**src/rtl/sreg_pkg.sv**
```systemverilog
// Shared types and constants for the configuration-link frame receiver.
// Build option: SREG_READBACK_EN enables shadow preload and MISO readback.
package sreg_pkg;

  typedef enum logic [1:0] {
    IDLE       = 2'd0,
    SHIFT_DYN  = 2'd1,
    SHIFT_STAT = 2'd2
  } state_e;

  localparam int SIZESRDYN_DEF   = 16;
  localparam int SIZESRSTAT_DEF  = 88;
  localparam int GAP_TIMEOUT_DEF = 8;

  // Values the committed words and single-bit outputs take in reset
  localparam logic [SIZESRDYN_DEF-1:0]  DYN_RST_WORD  = '0;
  localparam logic [SIZESRSTAT_DEF-1:0] STAT_RST_WORD = '0;
  localparam logic                      RST_BIT       = 1'b0;

endpackage

```
**src/rtl/sreg_shifter.sv**
```systemverilog
// Shadow shift register plus committed parallel word for one register bank.
// Build option: SREG_READBACK_EN reloads the shadow from the committed word
// while the bank is not being shifted, so the MSB tap reads back old contents.
module sreg_shifter
  import sreg_pkg::*;
#(
  parameter int               WIDTH    = SIZESRDYN_DEF,
  parameter logic [WIDTH-1:0] RST_WORD = '0
) (
  input  logic             clk,
  input  logic             rst_n,
  input  logic             bit_i,
  input  logic             shift_i,
  input  logic             commit_i,
  input  logic             load_i,
  output logic [WIDTH-1:0] reg_o,
  output logic             msb_o
);

  logic [WIDTH-1:0] shadow_q, shadow_d;
  logic [WIDTH-1:0] reg_q, reg_d;
  logic [WIDTH-1:0] shifted;

  // Next shadow/committed values; a shift always wins over a preload
  always_comb begin
    shifted  = {shadow_q[WIDTH-2:0], bit_i};
    shadow_d = shadow_q;
    reg_d    = reg_q;
    if (shift_i) begin
      shadow_d = shifted;
    end
`ifdef SREG_READBACK_EN
    else if (load_i) begin
      shadow_d = reg_q;
    end
`endif
    if (commit_i) begin
      reg_d = shifted;
    end
  end

`ifdef SREG_READBACK_EN
`else
  logic unused_load;
  assign unused_load = load_i;
`endif

  // Shadow and committed word registers
  always_ff @(posedge clk or negedge rst_n) begin
    if (!rst_n) begin
      shadow_q <= RST_WORD;
      reg_q    <= RST_WORD;
    end else begin
      shadow_q <= shadow_d;
      reg_q    <= reg_d;
    end
  end

  assign reg_o = reg_q;
  assign msb_o = shadow_q[WIDTH-1];

endmodule

```
**src/rtl/sreg_frame_rx.sv**
```systemverilog
// Receive-side deserializer: assembles SEL/MOSI bit frames into the dynamic
// and static registers, pulsing an update strobe per frame and FRAME_ERR on
// interrupted or timed-out frames.
// Build option: SREG_READBACK_EN drives MISO with the previous register
// contents, MSB first; otherwise MISO stays 0.
module sreg_frame_rx
  import sreg_pkg::*;
#(
  parameter int SIZESRDYN   = SIZESRDYN_DEF,
  parameter int SIZESRSTAT  = SIZESRSTAT_DEF,
  parameter int GAP_TIMEOUT = GAP_TIMEOUT_DEF
) (
  input  logic                  CLK,
  input  logic                  RST_N,
  input  logic                  SEL,
  input  logic                  MOSI,
  input  logic                  BIT_VALID,
  output logic [SIZESRDYN-1:0]  DYN_REG,
  output logic [SIZESRSTAT-1:0] STAT_REG,
  output logic                  DYN_UPD,
  output logic                  STAT_UPD,
  output logic                  FRAME_ERR,
  output logic                  BUSY,
  output logic                  MISO
);

  localparam int CNT_W = $clog2(SIZESRSTAT + 1);
  localparam int GAP_W = $clog2(GAP_TIMEOUT + 1);
  localparam logic [CNT_W-1:0] DYN_LAST  = CNT_W'(SIZESRDYN);
  localparam logic [CNT_W-1:0] STAT_LAST = CNT_W'(SIZESRSTAT);
  localparam logic [GAP_W-1:0] GAP_LAST  = GAP_W'(GAP_TIMEOUT);

  state_e           state_q, state_d;
  logic [CNT_W-1:0] bit_cnt_q, bit_cnt_d, cnt_inc;
  logic [GAP_W-1:0] gap_cnt_q, gap_cnt_d, gap_inc;
  logic             dyn_upd_q, dyn_upd_d;
  logic             stat_upd_q, stat_upd_d;
  logic             frame_err_q, frame_err_d;
  logic             busy_q, busy_d;
  logic             miso_q, miso_d;

  logic dyn_last, stat_last, gap_hit;
  logic mismatch, timeout, new_frame;
  logic dyn_shift, stat_shift, dyn_commit, stat_commit;
  logic dyn_load, stat_load;
  logic dyn_msb, stat_msb;

  // Frame events decoded from the current state and the incoming bit
  always_comb begin
    cnt_inc   = bit_cnt_q + CNT_W'(1);
    gap_inc   = gap_cnt_q + GAP_W'(1);
    dyn_last  = (cnt_inc == DYN_LAST);
    stat_last = (cnt_inc == STAT_LAST);
    gap_hit   = (gap_inc == GAP_LAST);
    mismatch  = BIT_VALID && (((state_q == SHIFT_DYN) && !SEL) ||
                              ((state_q == SHIFT_STAT) && SEL));
    // An accepted bit always beats an expiring gap counter
    timeout   = !BIT_VALID && (state_q != IDLE) && gap_hit;
    new_frame = BIT_VALID && ((state_q == IDLE) || mismatch);
  end

  // FSM state register
  always_ff @(posedge CLK or negedge RST_N) begin
    if (!RST_N) begin
      state_q <= IDLE;
    end else begin
      state_q <= state_d;
    end
  end

  // FSM next-state logic
  always_comb begin
    state_d = state_q;
    if (new_frame) begin
      state_d = SEL ? SHIFT_DYN : SHIFT_STAT;
    end else if (BIT_VALID) begin
      if ((state_q == SHIFT_DYN && dyn_last) || (state_q == SHIFT_STAT && stat_last)) begin
        state_d = IDLE;
      end
    end else if (timeout) begin
      state_d = IDLE;
    end
  end

  // FSM outputs: shift/commit/preload controls and registered pulse values
  always_comb begin
    dyn_shift   = BIT_VALID && SEL;
    stat_shift  = BIT_VALID && !SEL;
    dyn_commit  = dyn_shift && (state_q == SHIFT_DYN) && dyn_last;
    stat_commit = stat_shift && (state_q == SHIFT_STAT) && stat_last;
    dyn_load    = (state_q != SHIFT_DYN);
    stat_load   = (state_q != SHIFT_STAT);
    dyn_upd_d   = dyn_commit;
    stat_upd_d  = stat_commit;
    frame_err_d = mismatch || timeout;
    busy_d      = (state_d != IDLE);
  end

  // Bit and gap counter next values
  always_comb begin
    bit_cnt_d = bit_cnt_q;
    gap_cnt_d = gap_cnt_q;
    if (new_frame) begin
      bit_cnt_d = CNT_W'(1);
    end else if (dyn_commit || stat_commit || timeout) begin
      bit_cnt_d = '0;
    end else if (BIT_VALID) begin
      bit_cnt_d = cnt_inc;
    end
    if (BIT_VALID || (state_q == IDLE) || timeout) begin
      gap_cnt_d = '0;
    end else begin
      gap_cnt_d = gap_inc;
    end
  end

  // Readback bit: MSB of the selected shadow before it shifts
  always_comb begin
`ifdef SREG_READBACK_EN
    miso_d = miso_q;
    if (BIT_VALID) begin
      miso_d = SEL ? dyn_msb : stat_msb;
    end
`else
    miso_d = RST_BIT;
`endif
  end

`ifdef SREG_READBACK_EN
`else
  logic unused_msb;
  assign unused_msb = dyn_msb ^ stat_msb;
`endif

  // Counters and registered single-bit outputs
  always_ff @(posedge CLK or negedge RST_N) begin
    if (!RST_N) begin
      bit_cnt_q   <= '0;
      gap_cnt_q   <= '0;
      dyn_upd_q   <= RST_BIT;
      stat_upd_q  <= RST_BIT;
      frame_err_q <= RST_BIT;
      busy_q      <= RST_BIT;
      miso_q      <= RST_BIT;
    end else begin
      bit_cnt_q   <= bit_cnt_d;
      gap_cnt_q   <= gap_cnt_d;
      dyn_upd_q   <= dyn_upd_d;
      stat_upd_q  <= stat_upd_d;
      frame_err_q <= frame_err_d;
      busy_q      <= busy_d;
      miso_q      <= miso_d;
    end
  end

  sreg_shifter #(
    .WIDTH    (SIZESRDYN),
    .RST_WORD (SIZESRDYN'(DYN_RST_WORD))
  ) u_dyn (
    .clk      (CLK),
    .rst_n    (RST_N),
    .bit_i    (MOSI),
    .shift_i  (dyn_shift),
    .commit_i (dyn_commit),
    .load_i   (dyn_load),
    .reg_o    (DYN_REG),
    .msb_o    (dyn_msb)
  );

  sreg_shifter #(
    .WIDTH    (SIZESRSTAT),
    .RST_WORD (SIZESRSTAT'(STAT_RST_WORD))
  ) u_stat (
    .clk      (CLK),
    .rst_n    (RST_N),
    .bit_i    (MOSI),
    .shift_i  (stat_shift),
    .commit_i (stat_commit),
    .load_i   (stat_load),
    .reg_o    (STAT_REG),
    .msb_o    (stat_msb)
  );

  assign DYN_UPD   = dyn_upd_q;
  assign STAT_UPD  = stat_upd_q;
  assign FRAME_ERR = frame_err_q;
  assign BUSY      = busy_q;
  assign MISO      = miso_q;

endmodule

```
**config.mk**
```make
export PLATFORM = sky130hd
export DESIGN_NAME = sreg_frame_rx
export DESIGN_NICKNAME = d
export VERILOG_FILES = /design/src/rtl/sreg_pkg.sv /design/src/rtl/sreg_shifter.sv /design/src/rtl/sreg_frame_rx.sv
export SDC_FILE = /design/constraint.sdc
export NUM_CORES = 1
export LEC_CHECK = 0
export CAP_MARGIN = 20
export CORE_ASPECT_RATIO = 0.5
export CORE_MARGIN = 5
export CORE_UTILIZATION = 40
export DETAILED_ROUTE_END_ITERATION = 10
export PLACE_DENSITY_LB_ADDON = 0.25
export SLEW_MARGIN = 20
export SYNTH_ARGS = -nofsm -noshare
export SYNTH_HDL_FRONTEND = slang
export SYNTH_SLANG_ARGS = --single-unit
```
**constraint.sdc**
```tcl
create_clock -name CLK -period 5.14 [get_ports CLK]
set_clock_uncertainty 0.1 [all_clocks]
set_input_delay 1.028 -clock CLK [delete_from_list [all_inputs] [get_ports CLK]]
set_output_delay 1.028 -clock CLK [all_outputs]
set_load 0.02 [all_outputs]
```
Yosys cells after proc, flatten, opt, wreduce, memory -nomap -nowiden. Cells that the tools add are included.

Equal/unequal tests: 5. $add $sub $neg: 2. Reductions and logical operators: 28. Multiplexer cells: 9.

Operators by type and width (number): 7-bit two-way mux (3); 1-bit logical AND (14); 2-bit two-way mux (5); 1-bit logical OR (8); 7-bit by 1-bit adder with 7-bit output (second input constant) (1); 7-bit by 5-bit == test with 1-bit output (second input constant) (1); 7-bit == test (second input constant) (1); 4-bit by 1-bit adder with 4-bit output (second input constant) (1); 4-bit == test (second input constant) (1); 4-bit two-way mux (1); 2-bit nonzero test (2); 3-bit nonzero test (1); 2-bit by 1-bit == test with 1-bit output (second input constant) (1); 2-bit == test (second input constant) (1); 1-bit logical NOT (2); 2-bit logical NOT (1).

Bits of input ports: 5. Register bits after elaboration: 223.

Depth between registers and ports, before layout.
Depth in word-level cells: 8. Mapped depth: 8. Depth with buffers taken out: 6.

Cells and area by module. From an unflattened synthesis, not the netlist that was laid out.

Cell total of the unflattened synthesis: 549. Area total of the unflattened synthesis: 8974.9 sq um.

Modules (own cells, without submodules): sreg_shifter (u_stat) (area each 6686.4 sq um, instances 1, cells an instance 372); sreg_shifter (u_dyn) (area each 1298.7 sq um, instances 1, cells an instance 68); sreg_frame_rx (area each 989.7 sq um, instances 1, cells an instance 109).

Worst setup path after synthesis. Ideal clock, no wire load.

Kind: input to register. From: input BIT_VALID. To: register u_stat.shadow_q[56]. Setup slack: 2465 ps. Buffers on the path: 3. Required time: 4915 ps. Stages: 6. Arrival time: 2451 ps. Cell sequence: buf_2 inv_1 nor2_1 clkbuf_1 buf_2 mux2_2.

Cells in the longest elaborated chain, start to end: 1.

Ends and longest elaborated chain: start, declared (RTL line sreg_frame_rx.sv:17) `input logic BIT_VALID,`; 1-bit logical AND (RTL line sreg_frame_rx.sv:88) `stat_shift = BIT_VALID && !SEL;`; end signal, assigned (RTL line sreg_shifter.sv:54) `shadow_q <= shadow_d;`; end, declared (RTL line sreg_shifter.sv:20) `logic [WIDTH-1:0] shadow_q, shadow_d;`.

No other way between the ends. A chain may end at the register's enable or synchronous reset.

Worst setup path in the final report.
From: input BIT_VALID. To: register u_stat.reg_q[62] (netlist: u_stat.reg_o[62]).

Cells in the longest elaborated chain, start to end: 3.

Ends and longest elaborated chain: 1-bit logical AND (RTL line sreg_frame_rx.sv:88); 1-bit logical AND (2 in a row) (RTL line sreg_frame_rx.sv:90) `stat_commit = stat_shift && (state_q == SHIFT_STAT) && stat_last;`; end signal, assigned (RTL line sreg_shifter.sv:55) `reg_q <= reg_d;`; end, declared (RTL line sreg_shifter.sv:21) `logic [WIDTH-1:0] reg_q, reg_d;`.

No other way between the ends.

==> out/results.tsv <==
stage	metric	value	unit
run_status	status	complete, no violations	
synthesis	Synth top cells by count	223 x dfrtp_1, 177 x mux2_2, 29 x mux2_4	
clocking	post-cts hold buffer count	0	
power_and_ir_drop	Logic pwr share	6.4	%
sta	Final Hold Fails	0	
global_route	vias in the first global route	5042	
global_route	total gr overflow	0	
drt	DRT iter0 DRCs	196	
clocking	Clock Tree Buf Depth	3	
setup_path	critical path endpoint category	flop	
synthesis	synthesized cell area	8830	sq um
global_route	pin count of the biggest net entering global routing	126	
power_and_ir_drop	leakage	5.29	nW
sta	crit share post-route	60.8	%
layout	area of the multi-input gates	3060	sq um
synthesis	synth unique cells	48	
setup_path	CP Launch Type	primary input	
drt	vias per cell	4.78	
setup_path	crit path max fanout	46	
global_route	total global-route track usage	12.7	%
layout	Fillers	1861	
synthesis	top area cells in the synthesized netlist	dfrtp_1 63%, mux2_2 23%, mux2_4 4.9%, nor3_1 0.62%, buf_4 0.60%	
min_path	Min-Delay Path Class	reg -> reg	
synthesis	EDFF count, synth	0	
clocking	postcts setup bufs	0	
synthesis	syn avg cell area	15.8	sq um
sta	minimum clock period	3.13	ns
sta	setup violators final	0	
power_and_ir_drop	P_int	0.00303	W
layout	final instance area	11000	sq um
drt	Routed WL per cell	16.0	um
place	RePlAce Congestion	0.826	
synthesis	ys async rst share	100	%
power_and_ir_drop	Net Switching	0.000847	W
sta	final setup TNS	0	ns
clocking	post-CTS sizing	0	
layout	nets@finish	679	
floorplan	# rows	38	
layout	diodes inserted	0	
power_and_ir_drop	VDD IR-drop max	168	uV
run	max-cap viol count	0	
layout	share of cells above drive strength 1	37.4	%
clocking	Clock Sinks	223	
power_and_ir_drop	Switching Share	21.8	%
setup_path	crit path DAT	3.39	ns
synthesis	Syn Nets	565	
clocking	Clock Pin Slew Worst Setup and Hold Paths	0.06	ns
clocking	H-tree Lvls	1	
synthesis	top-count cell post-synth	dfrtp_1	
clocking	CTS tree	done	
synthesis	cells after synthesis	558	
drt	Routed WL	15800	um
power_and_ir_drop	Seq pwr share	51.0	%
floorplan	# IOs	114	
place	Port Buffer Count	112	
synthesis	sequential fraction of the synthesis area	63.2	%
setup_path	crit path kind	in -> reg	
power_and_ir_drop	power density cells	353	nW/um^2
synthesis	leading area contributor after synthesis	dfrtp_1	
synthesis	Seq cells post-synth	223	
synthesis	Synth top area share	63.2	%
place	DP Area	10200	sq um
global_route	first-pass GRT wire length	26500	um
drt	DRC viols	0	
floorplan	Core Region	21700	sq um
sta	unrepaired setup endpoints after global routing	no	
clocking	Num CTS Buffers	21	
clocking	worst skew pair latency	0.49	ns
power_and_ir_drop	clock share of power	42.6	%
clocking	root buffer cell	clkbuf_16	
floorplan	Initial Util	40.7	%
sta	Max Freq	320	MHz
sta	worst slew pin tran	0.955	ns
drt	First-pass DRT Iterations	4	
synthesis	ys flop type	dfrtp_1	
global_route	initial antenna violation count	0	
drt	routed vias	4720	
sta	final slew viol count	0	
layout	area grow syn2layout	24.2	%
synthesis	Synth Warn #	0	
floorplan	DIE WIDTH	220	um
drt	ANT nets after route	0	
floorplan	total die area	25300	sq um
layout	Reg area	5580	sq um
place	Detailed Place HPWL	10100	um
setup_path	CP required	5.41	ns
sta	Slew headroom	36.1	%
floorplan	DIE HEIGHT	115	um
==> stage by stage <==
stage | hold slack (ns) | instances | utilization (%) | power, W | setup slack [ns]
5_1_grt | 0.421 | 987 | 50.6 | 0.00407 | 1.79
4_1_cts | 0.394 | 987 | 50.6 | 0.00395 | 2.04
3_3_place_gp | 0.371 | 949 | 47.1 | 0.00225 | 1.57
3_5_place_dp | 0.385 | 949 | 47.1 | 0.00226 | 1.53
2_1_floorplan | 0.348 | 558 | - | 0.00216 | 2.46
6_report | 0.395 | 987 | 50.6 | 0.00387 | 2.01
==> cell usage in the layout, fill, tap and decap left out, types with 2 or more instances in the layout <==
cell type / netlist / final
xnor2_1: 4 / 4
inv_1: 3 / 3
and3_1: 2 / 2
nor4_1: 2 / 2
clkinv_2: 0 / 3
and3b_1: 2 / 2
ha_1: 2 / 2
o21ai_0: 8 / 8
nor3b_1: 5 / 5
nand2b_1: 2 / 2
nand3_1: 4 / 4
clkbuf_16: 0 / 21
mux2_2: 177 / 177
buf_4: 7 / 5
nor3_1: 11 / 11
clkbuf_1: 11 / 2
dfrtp_1: 223 / 223
nor2_1: 12 / 11
nand2_1: 11 / 11
clkdlybuf4s50_1: 0 / 111
bufinv_16: 0 / 3
clkbuf_8: 0 / 8
mux2_4: 29 / 29
a21oi_1: 9 / 9
==> final timing paths <==
check	startpoint	to	slack [ns]	depth (start not counted)
min in group asynchronous	RST_N	u_stat.reg_o[11]$_DFFE_PN0P_	0.52	1
hold / removal	gap_cnt_q[0]$_DFF_PN0_	gap_cnt_q[0]$_DFF_PN0_	0.39	1
setup reg to reg	bit_cnt_q[0]$_DFFE_PN0P_	u_stat.reg_o[66]$_DFFE_PN0P_	2.29	7
max in group asynchronous	RST_N	u_stat.shadow_q[56]$_DFFE_PN0P_	3.35	2
hold reg to reg	gap_cnt_q[0]$_DFF_PN0_	gap_cnt_q[0]$_DFF_PN0_	0.39	1
setup / recovery	BIT_VALID	u_stat.reg_o[62]$_DFFE_PN0P_	2.01	7
==> area by class of cell <==
class                      count  area share [%]
tap                          300            3.42
clock buffer                  31            5.86
multi-input combinational    305            27.9
sequential                   223            50.9
timing repair buffer         118            10.8
inverter                       3           0.103
clock inverter                 7            1.04
==> critical path, stage by stage <==
cell and delay [ns]:
clkdlybuf4s50_1 0.84, nand2_1 0.11, nor3_1 0.28, o211a_1 0.28, nand3_4 0.08, buf_4 0.33
mux2_4 0.38
==> per-layer routing <==
| layer | vias up | global-route usage, % | part of all wire (%) | routed length, um |
|---|---|---|---|---|
| met5 | - | 0 | 0 | 0 |
| met4 | 0 | 3.16 | 1.7 | 275 |
| met3 | 21 | 2.55 | 3.7 | 589 |
| met2 | 68 | 20.8 | 48 | 7550 |
| met1 | 2416 | 17.6 | 47 | 7370 |
| li1 | 2215 | - | - | - |
==> power by group through the flow <==
stage | combinational, W | clock (W) | sequential [W]
finish | 0.000247 | 0.00165 | 0.00198
global placement | 0.000244 | 0 | 0.00201
global route | 0.000280 | 0.00179 | 0.00200
CTS | 0.000254 | 0.00172 | 0.00198
floorplan | 0.000188 | 0 | 0.00197
detailed placement | 0.000252 | 0 | 0.00201
==> registers in the layout (all words and copies together), names as in the netlist, 2 cells and up <==
register	flops
bit_cnt_q	7
gap_cnt_q	4
state_q	2
u_dyn.reg_o	16
u_dyn.shadow_q	15
u_stat.reg_o	88
u_stat.shadow_q	87
==> cells by family (layout without fill, tap and decap cells) <==
logic type,count (synthesis),in the layout,share of synthesized area (%)
flops,223,223,63.2
mux,207,207,27.6
simple gates,61,61,4.07
compound gates,30,30,2.15
buf+inv,30,159,2.22
xor+xnor,4,4,0.397
fa+ha+maj,2,2,0.283
other cells,1,1,0.0425
Note: power is estimated with default switching activity, not from simulation.
